## src/rtl/compression_pkg.sv

```systemverilog
// Shared constants, state encoding and helpers for the compression datapath.
package compression_pkg;

  localparam int ACC_W      = 32;
  localparam int MAX_CODE_W = 18;
  localparam int BYTE_W     = 8;

  typedef enum logic [1:0] {
    RUN   = 2'd0,
    FLUSH = 2'd1,
    DONE  = 2'd2
  } packer_state_e;

  // Oversized length requests are treated as the widest legal code.
  function automatic logic [4:0] sat_bits(input logic [4:0] bits, input logic [4:0] max_w);
    return (bits > max_w) ? max_w : bits;
  endfunction

endpackage

```

## src/rtl/code_inserter.sv

```systemverilog
// Bit-reverses a right-justified code of in_bits bits and ORs it into the
// accumulator just above the count bits already held.
module code_inserter #(
  parameter int ACC_W      = compression_pkg::ACC_W,
  parameter int MAX_CODE_W = compression_pkg::MAX_CODE_W,
  parameter int CNT_W      = $clog2(ACC_W + 1)
) (
  input  logic [ACC_W-1:0]      acc,
  input  logic [CNT_W-1:0]      count,
  input  logic [MAX_CODE_W-1:0] in_code,
  input  logic [4:0]            in_bits,
  output logic [ACC_W-1:0]      acc_next
);

  logic [MAX_CODE_W-1:0] rev_full_s;
  logic [MAX_CODE_W-1:0] rev_s;
  logic [4:0]            align_s;
  logic [ACC_W-1:0]      ins_s;

  // Full-width mirror puts in_code[in_bits-1] at rev_full_s[MAX-in_bits];
  // shifting right by MAX-in_bits drops the unused upper code bits.
  always_comb begin
    rev_full_s = '0;
    for (int i = 0; i < MAX_CODE_W; i++) begin
      rev_full_s[i] = in_code[MAX_CODE_W-1-i];
    end
    align_s  = 5'(MAX_CODE_W) - in_bits;
    rev_s    = rev_full_s >> align_s;
    ins_s    = {{(ACC_W-MAX_CODE_W){1'b0}}, rev_s} << count;
    acc_next = acc | ins_s;
  end

endmodule

```

## src/rtl/bit_packer.sv

```systemverilog
// Packs variable-length codes (MSB-first) into a byte stream (LSB-first per
// byte), with a flush that zero-pads the final partial byte.
module bit_packer #(
  parameter int ACC_W      = compression_pkg::ACC_W,
  parameter int MAX_CODE_W = compression_pkg::MAX_CODE_W
) (
  input  logic                  clk,
  input  logic                  rst,
  input  logic                  in_valid,
  output logic                  in_ready,
  input  logic [MAX_CODE_W-1:0] in_code,
  input  logic [4:0]            in_bits,
  input  logic                  flush,
  output logic                  out_valid,
  input  logic                  out_ready,
  output logic [7:0]            out_byte,
  output logic                  out_last,
  output logic                  flush_done
);

  import compression_pkg::*;

  localparam int               CNT_W     = $clog2(ACC_W + 1);
  localparam logic [CNT_W-1:0] BYTE_CNT  = CNT_W'(BYTE_W);
  localparam logic [CNT_W-1:0] READY_MAX = CNT_W'(ACC_W - MAX_CODE_W);

  packer_state_e    state_r;
  packer_state_e    state_nxt_s;
  logic [ACC_W-1:0] acc_r;
  logic [ACC_W-1:0] base_acc_s;
  logic [ACC_W-1:0] ins_acc_s;
  logic [ACC_W-1:0] acc_nxt_s;
  logic [CNT_W-1:0] count_r;
  logic [CNT_W-1:0] base_cnt_s;
  logic [CNT_W-1:0] cnt_nxt_s;
  logic [4:0]       bits_sat_s;
  logic             in_hs_s;
  logic             out_hs_s;
  logic             in_ready_r;
  logic             out_valid_r;
  logic             out_last_r;
  logic             flush_done_r;
  logic             in_ready_nxt_s;
  logic             out_valid_nxt_s;
  logic             out_last_nxt_s;

  assign bits_sat_s = sat_bits(in_bits, 5'(MAX_CODE_W));

  // The inserter sees the post-shift accumulator, so a same-cycle input and
  // output handshake lands the new code at count-8.
  code_inserter #(
    .ACC_W      (ACC_W),
    .MAX_CODE_W (MAX_CODE_W),
    .CNT_W      (CNT_W)
  ) u_code_inserter (
    .acc      (base_acc_s),
    .count    (base_cnt_s),
    .in_code  (in_code),
    .in_bits  (bits_sat_s),
    .acc_next (ins_acc_s)
  );

  // Next accumulator, count, state and the values the output flops will hold.
  always_comb begin
    out_hs_s = out_valid_r && out_ready;
    in_hs_s  = in_valid && in_ready_r;

    if (out_hs_s) begin
      base_acc_s = acc_r >> BYTE_W;
      base_cnt_s = (count_r >= BYTE_CNT) ? (count_r - BYTE_CNT) : '0;
    end else begin
      base_acc_s = acc_r;
      base_cnt_s = count_r;
    end

    if (in_hs_s) begin
      acc_nxt_s = ins_acc_s;
      cnt_nxt_s = base_cnt_s + CNT_W'(bits_sat_s);
    end else begin
      acc_nxt_s = base_acc_s;
      cnt_nxt_s = base_cnt_s;
    end

    state_nxt_s = state_r;
    case (state_r)
      RUN: begin
        if (flush) begin
          state_nxt_s = FLUSH;
        end else begin
          state_nxt_s = RUN;
        end
      end
      FLUSH: begin
        if (cnt_nxt_s == '0) begin
          state_nxt_s = DONE;
        end else begin
          state_nxt_s = FLUSH;
        end
      end
      DONE:    state_nxt_s = RUN;
      default: state_nxt_s = RUN;
    endcase

    in_ready_nxt_s  = (state_nxt_s == RUN) && (cnt_nxt_s <= READY_MAX);
    out_valid_nxt_s = (cnt_nxt_s >= BYTE_CNT) ||
                      ((state_nxt_s == FLUSH) && (cnt_nxt_s != '0));
    out_last_nxt_s  = (state_nxt_s == FLUSH) && out_valid_nxt_s &&
                      (cnt_nxt_s <= BYTE_CNT);
  end

  // Datapath, FSM state and registered handshake/status outputs.
  always_ff @(posedge clk) begin
    if (rst) begin
      acc_r        <= '0;
      count_r      <= '0;
      state_r      <= RUN;
      in_ready_r   <= 1'b1;
      out_valid_r  <= 1'b0;
      out_last_r   <= 1'b0;
      flush_done_r <= 1'b0;
    end else begin
      acc_r        <= acc_nxt_s;
      count_r      <= cnt_nxt_s;
      state_r      <= state_nxt_s;
      in_ready_r   <= in_ready_nxt_s;
      out_valid_r  <= out_valid_nxt_s;
      out_last_r   <= out_last_nxt_s;
      flush_done_r <= (state_nxt_s == DONE);
    end
  end

  assign in_ready   = in_ready_r;
  assign out_valid  = out_valid_r;
  assign out_last   = out_last_r;
  assign flush_done = flush_done_r;
  assign out_byte   = acc_r[7:0];

endmodule

```

## config.mk

```make
export PLATFORM = sky130hd
export DESIGN_NAME = bit_packer
export DESIGN_NICKNAME = d
export VERILOG_FILES = /design/src/rtl/compression_pkg.sv /design/src/rtl/code_inserter.sv /design/src/rtl/bit_packer.sv
export SDC_FILE = /design/constraint.sdc
export NUM_CORES = 1
export LEC_CHECK = 0
export ABC_AREA = 1
export CORE_MARGIN = 2
export CORE_UTILIZATION = 35
export CTS_BUF_LIST = sky130_fd_sc_hd__clkbuf_8
export DETAILED_ROUTE_END_ITERATION = 8
export PLACE_DENSITY_LB_ADDON = 0.2
export SLEW_MARGIN = 20
export SYNTH_ARGS = -nofsm -noshare
export SYNTH_HDL_FRONTEND = slang
export SYNTH_SLANG_ARGS = --single-unit
```

## constraint.sdc

```tcl
create_clock -name clk -period 8.39 [get_ports clk]
set_input_delay 1.678 -clock clk [delete_from_list [all_inputs] [get_ports clk]]
set_output_delay 1.678 -clock clk [all_outputs]
set_load 0.02 [all_outputs]
```

==> impl_metrics.json <==
{
  "synth_area_leaders": "nand3_1 (23%), dfxtp_1 (21%), nand2_1 (20%)",
  "maxSlewHeadroom": 0.4340,
  "netlist_area_sq_um": 4121,
  "clkLatencyLatePin_ns": 0.30,
  "ys_seq_area_frac": 0.2137,
  "worstHoldStart": "state_r[1]",
  "period_minus_slack_ns": 5.942,
  "postCtsSetupBuffers": 0,
  "port_buffers": 39,
  "fmax_mhz": 168.3,
  "dp_cells": 840,
  "wl_per_cell_um": 13.79,
  "cts-resized-gates": 0,
  "fin_ws_ns": 2.448,
  "dr.first_iter.drc_count": 395,
  "r2r_cells": 20,
  "drv_slew": 0,
  "post-route-period-util": 0.7083,
  "crit_chain": "clkdlybuf4s50_1 > nand2_4 > nand2_4 > nand2_8 > nand2_4 > inv_1 > ha_1 > clkinv_1 > nand3_1 > nand2_1 > nand2_2 > nand3_1 > nand3_1 > nand3_1 > nand3_1 > nand3_1 > nand3_1 > nand2_1 > a21oi_1",
  "yosysWarningCount": 0,
  "ant_nets": 0,
  "grt_setup_unrepaired": "false",
  "p_per_area_nw_per_um2": 213.7,
  "synth_flop_cell": "dfxtp_1",
  "max-cap-violations": 0,
  "synth_top_area_frac": 0.2332,
  "post-place-ws_ns": 2.220,
  "netlist_instances": 701,
  "fin_nets": 740,
  "slowest_delay_ns": 0.98,
  "place_congestion": 0.9207,
  "yosysMostFrequentCell": "nand2_1",
  "viasPerCell": 5.496,
  "run_status": "complete, no violations",
  "die_area_sq_um": 12660,
  "grt_first_pass_wirelength_um": 20330,
  "routed_wl_um": 11700,
  "drt-pass1-iter-count": 5,
  "die_w_um": 112.5,
  "area_growth_syn_to_layout_pct": 10.72,
  "grt_max_degree": 45,
  "cts_buffer_depth": 2,
  "fin_tns_setup_ns": 0,
  "drive_gt1_frac": 0.05390,
  "start_kind": "input pin",
  "clkTransAtPathRegs_ns": 0.09,
  "r2r_slack_ns": 4.27,
  "worstReg2RegStart": "out_valid",
  "track_usage": 0.1896,
  "die_h_um": 112.5,
  "peakVddDrop_mv": 0.1104,
  "crit_fanout": 22,
  "hold_viol": 0,
  "async_flop_share": 0,
  "clockRootBuffer": "clkbuf_8",
  "synth-edff-count": 0,
  "tightest_slew_ns": 0.8470,
  "drcViolationCount": 0,
  "ios": 40,
  "fin_cells": 848,
  "finClkSkew_ns": 0.01185,
  "synthTopCellsByCount": "nand2_1 (225), nand3_1 (192), dfxtp_1 (44)",
  "synth_seq_cells": 44,
  "syn_nets": 737,
  "avgSynthCellArea_sq_um": 5.879,
  "grt_overflow_total": 0,
  "h-tree-depth": 2,
  "crit_type": "in2reg",
  "cts_tree": "yes",
  "synth_top_area_cell": "nand3_1",
  "vias": 4661,
  "worstPathRequired_ns": 8.61,
  "crit_top_cell": "nand3_1",
  "antenna_found_initial": 0,
  "cts_made_buffers": 5,
  "hold_path_end": "flush_done",
  "std_cell_rows": 39,
  "grt_pass1_vias": 4520,
  "fillers": 1246,
  "slowest_stage": "clkdlybuf4s50_1",
  "hold_buffers": 0,
  "worstPathArrival_ns": 6.17,
  "start_util": 0.3594,
  "hold_path_class": "reg2reg",
  "cts_sinks": 44,
  "cellLeakagePower_nw": 2.141,
  "reg2reg_to": "state_r[1]",
  "synth.distinct_cells": 35,
  "setup_violations": 0,
  "diodes": 0,
  "hpwl_um": 8880,
  "holdPathStages": 1,
  "cp-end-kind": "register",
  "core_sq_um": 11470
}
-- per-stage QoR --
| stage | instance area [sq um] | power [mW] | hold slack, ns | util |
|---|---|---|---|---|
| after global placement | 4456 | 0.8108 | 0.4355 | 0.3885 |
| after floorplan | 4121 | 0.6893 | 0.4246 | - |
| after global routing | 4563 | 1.068 | 0.4774 | 0.3979 |
| final | 4563 | 0.9750 | 0.4653 | 0.3979 |
| after CTS | 4563 | 0.9769 | 0.4622 | 0.3979 |
| after detailed placement | 4456 | 0.8144 | 0.4478 | 0.3885 |
-- cells by family after synthesis --
kind of cell / count (synthesis) / synth area share
simple gates: 478 / 0.5316
buf+inv: 89 / 0.1023
compound gates: 66 / 0.08865
flops: 44 / 0.2137
mux: 12 / 0.02915
fa+ha+maj: 8 / 0.02611
xor+xnor: 4 / 0.008502
-- worst max path at each step --
stage / startpoint / to / slack (ns) / cells after the start
3_3_place_gp: in_bits[0] / acc_r[28] / 2.24 / 19
5_1_grt: in_bits[0] / acc_r[28] / 1.97 / 19
4_1_cts: in_bits[0] / acc_r[28] / 2.52 / 19
3_5_place_dp: in_bits[0] / acc_r[28] / 2.22 / 19
2_1_floorplan: in_bits[0] / acc_r[31] / 4.17 / 20
6_report: in_bits[0] / acc_r[28] / 2.45 / 19
-- critical path: cells and delay by family --
family                     cells  cell delay, ns
AOI/OAI and AO/OA              1            0.12
adders and majority gates      1            0.72
buffers and inverters          3            1.69
and+or+nand+nor               14            1.94
-- per-layer routing --
metal	vias up	part of all wire	GRT usage
li1	2354	-	-
met1	2159	0.47	0.2427
met2	127	0.48	0.3357
met3	21	0.037	0.02592
met4	0	0.018	0.04878
met5	-	0	0
-- cell type report --
| class | instances | area [sq um] | area share |
|---|---|---|---|
| multi-input combinational | 568 | 2819 | 0.6178 |
| tap | 143 | 178.9 | 0.03921 |
| clock inverter | 3 | 38.79 | 0.008500 |
| timing repair buffer | 42 | 412.9 | 0.09049 |
| inverter | 43 | 163.9 | 0.03592 |
| sequential | 44 | 880.8 | 0.1930 |
| clock buffer | 5 | 68.82 | 0.01508 |
-- placed cells by master (no fill, tap or decap), types with 2 or more instances in the layout --
| master | instances |
|---|---|
| nor2_1 | 25 |
| o21ai_1 | 8 |
| nor2_2 | 5 |
| nor3_1 | 4 |
| nand4_1 | 12 |
| o21ai_0 | 9 |
| buf_4 | 3 |
| clkdlybuf4s50_1 | 39 |
| nor2_4 | 2 |
| ha_1 | 7 |
| a31oi_1 | 15 |
| clkbuf_8 | 5 |
| nand2_2 | 4 |
| nand2_4 | 4 |
| nand2_8 | 2 |
| nand3_2 | 2 |
| xor2_1 | 3 |
| dfxtp_1 | 44 |
| nand2_1 | 225 |
| inv_1 | 35 |
| nand3_1 | 192 |
| inv_2 | 5 |
| clkinv_1 | 3 |
| mux2i_1 | 12 |
| a21oi_2 | 2 |
| a21oi_1 | 29 |
-- registers in the layout (all words and copies together), names as in the netlist --
| register | flops |
|---|---|
| count_r | 6 |
| state_r | 2 |
| in_ready | 1 |
| out_last | 1 |
| flush_done | 1 |
| acc_r | 32 |
| out_valid | 1 |
-- report_power, final --
part / internal (mW) / switching (mW) / total (mW) / leakage [nW]
logic: 0.184 / 0.363 / 0.547 / 1.72
registers: 0.248 / 0.0190 / 0.267 / 0.359
clock network: 0.0872 / 0.0734 / 0.161 / 0.0593
No activity file was read; power rests on OpenSTA's default activity.
